`config.mk`:
```
export PLATFORM = sky130hd
export DESIGN_NAME = lcd_bus_sequencer
export DESIGN_NICKNAME = d
export VERILOG_FILES = /design/src/rtl/lcd_pkg.sv /design/src/rtl/lcd_bus_sequencer.sv
export SDC_FILE = /design/constraint.sdc
export NUM_CORES = 1
export LEC_CHECK = 0
export BUFFER_PORTS_ARGS = -buffer_cell sky130_fd_sc_hd__clkbuf_2
export CORE_MARGIN = 4
export CORE_UTILIZATION = 50
export DETAILED_ROUTE_END_ITERATION = 7
export GPL_ROUTABILITY_DRIVEN = 0
export PLACE_DENSITY = 0.75
export SLEW_MARGIN = 20
export SYNTH_ARGS = -nofsm -noshare
export SYNTH_HDL_FRONTEND = slang
export SYNTH_SLANG_ARGS = --single-unit
```
`constraint.sdc`:
```
create_clock -name clk -period 1.9 [get_ports clk]
set_clock_uncertainty 0.15 [all_clocks]
set_input_delay 0.095 -clock clk [delete_from_list [all_inputs] [get_ports clk]]
set_output_delay 0.095 -clock clk [all_outputs]
set_load 0.1 [all_outputs]
```
`src/rtl/lcd_pkg.sv`:
```
// lcd_pkg: shared state type, VIA pa bit positions and HD44780 command bytes
package lcd_pkg;
  typedef enum logic [2:0] {
    IDLE,
    BF_SETUP,
    BF_EHI,
    BF_HOLD,
    WR_SETUP,
    WR_EHI,
    WR_HOLD
  } lcd_state_t;
  localparam int PA_E  = 7;
  localparam int PA_RW = 6;
  localparam int PA_RS = 5;
  localparam logic [7:0] LCD_CLEAR        = 8'h01;
  localparam logic [7:0] LCD_ENTRY        = 8'h06;
  localparam logic [7:0] LCD_DISP_ON      = 8'h0E;
  localparam logic [7:0] LCD_FUNC_8BIT_2L = 8'h38;
endpackage

```
`src/rtl/lcd_bus_sequencer.sv`:
```
// lcd_bus_sequencer: busy-poll then timed write of one byte on an HD44780 bus
module lcd_bus_sequencer
  import lcd_pkg::*;
#(
  parameter int SETUP_CYC  = 4,
  parameter int E_HIGH_CYC = 25,
  parameter int HOLD_CYC   = 4,
  parameter int MAX_POLLS  = 4096
) (
  input  logic       clk,
  input  logic       RST,
  input  logic       req_valid,
  output logic       req_ready,
  input  logic       req_rs,
  input  logic [7:0] req_data,
  output logic       done,
  output logic       timeout_err,
  input  logic       err_clr,
  output logic       lcd_e,
  output logic       lcd_rw,
  output logic       lcd_rs,
  output logic [7:0] lcd_db_out,
  output logic       lcd_db_oe,
  input  logic [7:0] lcd_db_in
);
  localparam int CMAX = (SETUP_CYC > E_HIGH_CYC) ? ((SETUP_CYC > HOLD_CYC) ? SETUP_CYC : HOLD_CYC)
                                                 : ((E_HIGH_CYC > HOLD_CYC) ? E_HIGH_CYC : HOLD_CYC);
  localparam int CW = $clog2(CMAX + 1);
  localparam int PW = $clog2(MAX_POLLS + 1);
  localparam logic [CW-1:0] C_SETUP = CW'(SETUP_CYC - 1);
  localparam logic [CW-1:0] C_EHI   = CW'(E_HIGH_CYC - 1);
  localparam logic [CW-1:0] C_HOLD  = CW'(HOLD_CYC - 1);
  localparam logic [PW-1:0] P_LAST  = PW'(MAX_POLLS - 1);
  lcd_state_t    r_state;
  logic [CW-1:0] r_cnt;
  logic [PW-1:0] r_polls;
  logic          r_rs;
  logic [7:0]    r_data;
  logic          r_busy;
  logic          w_last;
  logic          w_unused_db;
  assign w_last      = r_cnt == '0;
  assign w_unused_db = ^lcd_db_in[6:0];
  always_ff @(posedge clk) begin
    if (RST) begin
      r_state     <= IDLE;
      r_cnt       <= '0;
      r_polls     <= '0;
      r_rs        <= 1'b0;
      r_data      <= '0;
      r_busy      <= 1'b0;
      req_ready   <= 1'b1;
      done        <= 1'b0;
      timeout_err <= 1'b0;
      lcd_e       <= 1'b0;
      lcd_rw      <= 1'b1;
      lcd_rs      <= 1'b0;
      lcd_db_out  <= '0;
      lcd_db_oe   <= 1'b0;
    end else begin
      done  <= 1'b0;
      r_cnt <= r_cnt - 1'b1;
      if (err_clr) timeout_err <= 1'b0;
      case (r_state)
        IDLE: begin
          r_cnt <= '0;
          if (req_valid) begin
            r_rs      <= req_rs;
            r_data    <= req_data;
            req_ready <= 1'b0;
            r_state   <= BF_SETUP;
            r_cnt     <= C_SETUP;
          end
        end
        BF_SETUP: if (w_last) begin
          lcd_e   <= 1'b1;
          r_state <= BF_EHI;
          r_cnt   <= C_EHI;
        end
        BF_EHI: if (w_last) begin
          r_busy  <= lcd_db_in[7];
          lcd_e   <= 1'b0;
          r_state <= BF_HOLD;
          r_cnt   <= C_HOLD;
        end
        BF_HOLD: if (w_last) begin
          if (!r_busy) begin
            r_polls    <= '0;
            lcd_rw     <= 1'b0;
            lcd_rs     <= r_rs;
            lcd_db_oe  <= 1'b1;
            lcd_db_out <= r_data;
            r_state    <= WR_SETUP;
            r_cnt      <= C_SETUP;
          end else if (r_polls == P_LAST) begin
            r_polls     <= '0;
            timeout_err <= 1'b1;
            req_ready   <= 1'b1;
            r_state     <= IDLE;
            r_cnt       <= '0;
          end else begin
            r_polls <= r_polls + 1'b1;
            r_state <= BF_SETUP;
            r_cnt   <= C_SETUP;
          end
        end
        WR_SETUP: if (w_last) begin
          lcd_e   <= 1'b1;
          r_state <= WR_EHI;
          r_cnt   <= C_EHI;
        end
        WR_EHI: if (w_last) begin
          lcd_e   <= 1'b0;
          r_state <= WR_HOLD;
          r_cnt   <= C_HOLD;
        end
        WR_HOLD: if (w_last) begin
          lcd_db_oe  <= 1'b0;
          lcd_db_out <= '0;
          lcd_rw     <= 1'b1;
          lcd_rs     <= 1'b0;
          done       <= 1'b1;
          req_ready  <= 1'b1;
          r_state    <= IDLE;
          r_cnt      <= '0;
        end
        default: r_state <= IDLE;
      endcase
    end
  end
endmodule

```
==> summary.md, run 1 <==
| Metric | Value |
|---|---|
| Status | `finished, violations left` |
| Failing checks | `negative setup slack` |
| FMAX | `slightly above 500 MHz` |
| Placed inst area | `roughly 0.0026 mm2` |
| HPWL after DPL | `3728 um` |
| Post-synthesis adder-cell area fraction | `around 1.2%` |
| Xor-xnor portion of the synthesized cell area | `0.8140%` |
| Post-synth EDFFs | `0` |
| Nets | `362` |
| Initial Utilization | `52.66%` |
| Sequential cell area | `925.9 um2` |
| Rel. slew slack | `63.55%` |
| Synth unique cells | `47` |
| Hold Crit Class | `primary input to flip-flop` |
| Die Ht | `73.61 um` |
| Critical path, cell by cell | `inv_2 > ha_4 > or4b_4 > a2111oi_4 > nand3_1 > a211oi_2 > a211oi_1` |
| Core box area | `0.004086 mm2` |
| Hold path cells | `2` |
| Seq/Total Area, Yosys | `42.79%` |
| LEAKAGE | `1.126 nW` |
| Mapped Avg Cell Area | `7.941 um2` |
| Filler Cell Count | `323` |
| N_diodes | `0` |
| Synthesized cell area | `0.002152 mm2` |
| FFs w/ async S/R, synth | `0%` |
| Largest family of logic cells by synthesized area | `simple AND/OR/NAND/NOR gates` |
| Synth Instances | `about 270` |
| GR Overflow Total | `0` |
| Vias per inst | `5.667` |
| Final setup fails | `4` |
| Final Hold Fails | `0` |
| Initial antenna violation count | `0` |
| Vias in the first global route | `1988` |
| DRT antenna net count | `0` |
| Tcrit/Tclk final | `102.7%` |
| Final std cells w/o fill | `390` |
| Clock slew at reported path FFs | `90 ps` |
| Max incr delay on CP | `510 ps` |
| GRT Util Overall | `21.23%` |
| Fin crit period | `1951 ps` |
| Multi-input logic area | `~0.0012 mm2` |
| Setup crit start | `r_cnt[0]` |
| Drt pass-1 iters | `4` |
| Syn Nets | `a little under 300` |
| Pwr Density | `around 1200 mW/mm2` |
| Critical Path Fanout Max | `4` |
| Post-Synth Simple-Gate Area | `27.56%` |
| HP Start | `RST` |
| CTS tree | `yes` |
| Ports | `36` |
| Worst Setup Start Kind | `flip-flop` |
| Clock buffer count from CTS | `5` |
| P&R area growth vs syn | `35.23%` |
| Slew Limit Fails | `0` |
| R2R cell count | `7` |
| Clock Latency Late Sink | `310 ps` |
| Die Footprint | `0.005418 mm2` |
| Final setup margin | `-51.06 ps` |
| CP Buf/Inv Count | `1` |
| Slew of the pin with the lowest slew margin | `549.0 ps` |
| Worst setup EP type | `flip-flop` |
| Max cap viols | `0` |
| CTS Root Buffer Type | `clkbuf_8` |
| Iteration-0 DRC count of the detailed router | `156` |
| Pre-CTS setup slack | `-149.8 ps` |
| Hold EP | `lcd_e` |
| RSZ-0062 raised after global routing | `true` |
| Crit path max-delay family | `simple AND/OR/NAND/NOR gates` |
| Synth Flop Type | `dfxtp_1` |
| Crit path DAT | `roughly 2000 ps` |
| Via count | `2210` |
| DIE WIDTH | `73.61 um` |
| Final WL | `~5700 um` |
| R2r startpoint | `r_cnt[0]` |
| Post-synthesis mux area share | `0.9884%` |
| CP Data Required Time | `1920 ps` |
| First-pass GRT wire length | `8983 um` |
| Flop2flop setup slack | `-50 ps` |
| Fin area | `between 0.002 and 0.003 mm2` |
| Proportion of layout cells with a drive suffix above 1 | `30.88%` |
| Drt wl/cell | `14.49 um` |
| Placed insts | `approximately 370` |
| Flops & latches, synth | `46` |
| Rows | `23` |
| Critical path's slowest cell | `or4b_4` |
| Critical Setup Path Class | `flip-flop to flip-flop` |
| Clock tree sinks | `46` |
| CTS max path bufs | `2` |
| IO buf count | `28` |
| Residual DRC count | `0` |
| R2R Path End | `r_cnt[0]` |
| Worst vdd ir | `654.0 uV` |
| Synth Warn # | `0` |
| Largest net degree at the start of global routing | `20` |
| H-Tree Depth | `2` |
| Compound-Gate Fraction of Synth Area | `22.33%` |
sequential cells by signal, summed over array words and instances, names as in the netlist:
register     flops
r_rs             1
lcd_db_out       8
r_data           8
r_state          3
lcd_rw           1
lcd_rs           1
r_polls         13
timeout_err      1
req_ready        1
r_cnt            5
r_busy           1
lcd_db_oe        1
done             1
lcd_e            1
layer usage:
metal	up-vias	GRT usage [%]	wire (um)	share of wire, %
li1	1092	-	-	-
met5	-	0	0	0
met4	0	6.439	84	1.5
met3	8	5.198	193	3.4
met1	1065	27.26	2577	46
met2	45	35.04	2798	49
worst register-to-register path, stage by stage, from the launching register on:
cell       delay (ps)
dfxtp_2           330
inv_2              60
ha_4              150
or4b_4            510
a2111oi_4         200
nand3_1           130
a211oi_2          240
a211oi_1           60
layout make-up:
type / instances / area share [%]
Multi-Input combinational cell: 201 / 42.05
Sequential cell: 46 / 31.81
Timing Repair Buffer: 81 / 19.69
Clock buffer: 6 / 2.494
Tap cell: 50 / 2.150
Clock inverter: 2 / 1.290
Inverter: 4 / 0.5159
report_power, final:
part | internal [mW] | switching (mW)
logic | 0.702 | 0.984
clock network | 0.393 | 0.340
registers | 1.09 | 0.109
total | 2.18 | 1.43
how the worst max path moves through the flow:
stage | endpoint | slack (ps) | cells past startpoint
2_1_floorplan | r_cnt[0] | -6 | 8
3_3_place_gp | r_cnt[0] | -80 | 7
4_1_cts | r_cnt[1] | -100 | 7
6_report | r_cnt[0] | -50 | 7
5_1_grt | r_cnt[0] | -160 | 7
3_5_place_dp | r_cnt[0] | -150 | 7
kinds of logic after synthesis:
| logic type | count (synthesis) |
|---|---|
| buffers and inverters | 24 |
| adders and majority gates | 2 |
| DFF | 46 |
| xor gates and xnor gates | 2 |
| muxes | 2 |
| AOI/OAI and AO/OA | 73 |
| and+or+nand+nor | 122 |
cells in the final DEF, fill, tap and decap left out, types with 2 or more instances in the layout:
cell and n:
a211oi_1 3, a211oi_2 2, a21oi_1 32, a22oi_1 9
a22oi_2 3, a31oi_1 2, and3_1 2, and3b_1 2
buf_4 39, buf_6 2, clkbuf_2 28, clkbuf_8 5
dfxtp_1 42, dfxtp_2 4, dlygate4sd3_1 11, inv_1 2
inv_2 2, nand2_1 40, nand2b_1 3, nand3_1 5
nand3b_1 3, nand4_1 4, nor2_1 30, nor2_2 2
nor2b_1 3, nor3_1 6, nor3b_1 2, nor4_1 4
o21ai_0 7, o21ai_1 4, or2_1 3, or2_2 2
or3_1 2
cell usage after synthesis, types with 4 or more instances:
| library cell | instances | area share (%) |
|---|---|---|
| nand2_1 | 41 | 7.2 |
| dfxtp_1 | 46 | 43 |
| nor3_1 | 7 | 1.6 |
| nand4_1 | 4 | 1.2 |
| inv_1 | 4 | 0.70 |
| o21ai_1 | 4 | 0.93 |
| clkbuf_1 | 14 | 2.4 |
| o21ai_0 | 7 | 1.6 |
| nand3_1 | 6 | 1.4 |
| nor4_1 | 5 | 1.5 |
| a21oi_1 | 33 | 7.7 |
| a22oi_1 | 12 | 4.2 |
| nor2_1 | 32 | 5.6 |
through the flow:
step                power, mW  TNS (ps)  hold WS [ps]  utilization [%]
detailed placement      2.710    -451.0         178.2            63.01
CTS                     3.492    -268.7         102.6            69.26
global placement        2.656    -166.8         170.1            63.01
floorplan               2.278    -9.827         80.96                -
finish                  3.615    -149.4         104.8            71.22
global route            3.813     -1540         122.5            71.22
timing repair:
action	CTS	global route
cloned	0	2
setup buffers	0	2
endpoints found under the setup margin	18	26
gates resized for setup	7	16
pin swaps	4	6
endpoints found under the hold margin	11	0
hold buffers	11	0
(Power assumes the default switching activity.)
==> inputs of run 2 (changes only) <==
Settings changed: CORE_UTILIZATION 50 to 54, PLACE_DENSITY 0.75 to 0.77.
Clock period 1.9 ns to 2.07 ns, I/O delays scaled along.
==> run 2 against run 1 <==
The run now ends clean. Non-clock buffer count fell by 10. Register-to-register slack improved by 60 ps. Design area fell by 4.3%. Flip-flop and latch count did not move. Worst setup slack improved by 59 ps. Via count fell by 5.3%. Cell count fell by 3.1%. Critical endpoint unchanged. Largest cell class unchanged.
==> summary.md, run 2 (synthesis results as in run 1) <==
| Metric | Value |
|---|---|
| Vias per inst | `5.534 (-2.3%)` |
| Fin area | `0.002786 mm2 (-4.3%)` |
| Most frequent cells in the layout | `dfxtp_1, nand2_1, nor2_1, a21oi_1, buf_4` |
| FMAX | `484.9 MHz (-5.4%)` |
| H-Tree Depth | `2 (unchanged)` |
| Clock buffer count from CTS | `5 (unchanged)` |
| Pwr Density | `1142 mW/mm2 (-8.1%)` |
| Biggest regs | `r_polls: 13 flops, lcd_db_out: 8 flops, r_data: 8 flops` |
| Status | `completed` |
| Drt pass-1 iters | `4 (unchanged)` |
| LEAKAGE | `1.068 nW (-5.1%)` |
| P&R area growth vs syn | `29.48%` |
| Setup_tns | `0 ps (+149.4 ps)` |
| CP Data Required Time | `2070 ps (+150 ps)` |
| Multi-input logic area | `0.001202 mm2 (-1.7%)` |
| HPWL after DPL | `3453 um (-7.4%)` |
| Tcrit/Tclk final | `99.62% (-3.1 points)` |
| Pwr Total | `3.182 mW (-12%)` |
| N_diodes | `0 (unchanged)` |
| Nets | `352 (-2.8%)` |
| Initial Utilization | `57.49% (+4.8 points)` |
| Slew of the pin with the lowest slew margin | `570.6 ps (+21.53 ps)` |
| R2R cell count | `8 (+1)` |
| Slew Limit Fails | `0 (unchanged)` |
| Via count | `2092 (-5.3%)` |
| IO buf count | `28 (unchanged)` |
| Worst Setup Start Kind | `flip-flop` |
| Worst setup EP type | `flip-flop` |
| Clock tree sinks | `46 (unchanged)` |
| Ports | `36 (unchanged)` |
| Rel. slew slack | `61.96% (-1.6 points)` |
| Max reg flops | `13 (unchanged)` |
| Max cap viols | `0 (unchanged)` |
| Largest net degree at the start of global routing | `28 (+40%)` |
| Drt wl/cell | `13.73 um (-5.3%)` |
| Iteration-0 DRC count of the detailed router | `112 (-28%)` |
| Final WL | `5190 um (-8.2%)` |
| HP Start | `req_valid` |
| Final setup fails | `0 (-4)` |
| Clock slew at reported path FFs | `90 ps (about the same)` |
| Core box area | `0.003744 mm2 (-8.4%)` |
| Hold Crit Class | `primary input to flip-flop` |
| Most common cell after layout, fill and taps aside | `dfxtp_1` |
| DRT antenna net count | `0 (unchanged)` |
| Flop2flop setup slack | `8 ps (+60 ps)` |
| R2r startpoint | `r_cnt[1]` |
| Final Hold Fails | `0 (unchanged)` |
| Crit path DAT | `2060 ps (+80 ps)` |
| Critical Setup Path Class | `flip-flop to flip-flop` |
| Proportion of layout cells with a drive suffix above 1 | `27.27% (-3.6 points)` |
| Placed inst area | `0.002506 mm2 (-2.7%)` |
| Hold path cells | `5 (+3)` |
| Initial antenna violation count | `0 (unchanged)` |
| RSZ-0062 raised after global routing | `true` |
| Sequential cell area | `924.6 um2 (-0.14%)` |
| GR Overflow Total | `0 (unchanged)` |
| Worst vdd ir | `787.7 uV (+20%)` |
| GRT Util Overall | `20.99% (-0.24 points)` |
| Die Footprint | `0.005059 mm2 (-6.6%)` |
| Vias in the first global route | `2010 (+1.1%)` |
| CTS Root Buffer Type | `clkbuf_8` |
| Hold EP | `req_ready` |
| CTS max path bufs | `2 (unchanged)` |
| Die Ht | `71.13 um (-3.4%)` |
| Most flops, register | `r_polls` |
| Rows | `22 (-4.3%)` |
| R2R Path End | `r_cnt[0]` |
| Fin crit period | `2062 ps (+111.0 ps)` |
| DIE WIDTH | `71.13 um (-3.4%)` |
| Critical Path Fanout Max | `4 (unchanged)` |
| Residual DRC count | `0 (unchanged)` |
| First-pass GRT wire length | `8859 um (-1.4%)` |
| Clock Latency Late Sink | `290 ps (-20 ps)` |
| Filler Cell Count | `294 (-9.0%)` |
| CTS tree | `yes` |
run 2: changes by cell type in the layout (fill, tap and decap cells not counted), sizes merged:
cell,previous run,this run
buf,41,32
bufinv,1,0
clkbuf,35,33
clkinv,0,2
run 2: through the flow:
stage	instances	utilization (%)	hold WS [ps]	setup slack, ps
2_1_floorplan	271	-	89.46	65.14
3_5_place_dp	358	66.95	181.0	-32.92
3_3_place_gp	358	66.95	177.1	23.84
4_1_cts	378	73.06	184.1	-8.387
6_report	378	74.43	187.2	7.920
5_1_grt	378	74.43	228.1	-96.27
run 2: per-layer routing:
metal	vias to the layer above	global-route usage (%)	part of all wire, %
met5	-	0	0
met4	0	3.758	0.77
met3	5	3.977	3.6
met2	41	35.02	50
met1	976	28.58	46
li1	1070	-	-
run 2: report_power, final:
part	internal (mW)	switching, mW	total [mW]	leakage (nW)
logic	0.651	0.882	1.53	0.649
registers	0.998	0.0989	1.10	0.375
clock network	0.238	0.314	0.552	0.0441
total	1.89	1.30	3.18	1.07
run 2: worst max-delay path by stage:
stage | start | end | cells past startpoint
floorplan | r_cnt[0] | r_cnt[0] | 8
global placement | r_cnt[0] | r_cnt[0] | 7
detailed placement | r_cnt[0] | r_cnt[0] | 8
CTS | r_cnt[1] | r_polls[7] | 8
global route | r_cnt[1] | r_cnt[1] | 8
finish | r_cnt[1] | r_cnt[0] | 8
run 2: area by class of cell:
| class | instances | share of cell area, % |
|---|---|---|
| Multi-Input combinational cell | 201 | 43.15 |
| Sequential cell | 46 | 33.18 |
| Timing Repair Buffer | 71 | 17.74 |
| Clock buffer | 5 | 2.470 |
| Tap cell | 48 | 2.155 |
| Clock inverter | 3 | 0.7634 |
| Inverter | 4 | 0.5388 |
run 2: critical path, stage by stage, from the launching register on:
cell,delay (ps)
dfxtp_2,330
inv_2,70
ha_4,140
or4b_4,490
buf_6,150
a211oi_4,250
a21oi_2,50
a211oi_2,220
a211oi_1,70
run 2: timing repair:
| item | in CTS | in global routing |
|---|---|---|
| endpoints found under the hold margin | 11 | 0 |
| pin swaps | 6 | 5 |
| endpoints found under the setup margin | 10 | 29 |
| resized for setup | 7 | 11 |
| hold buffers | 11 | 0 |
| buffers inserted | 1 | 0 |
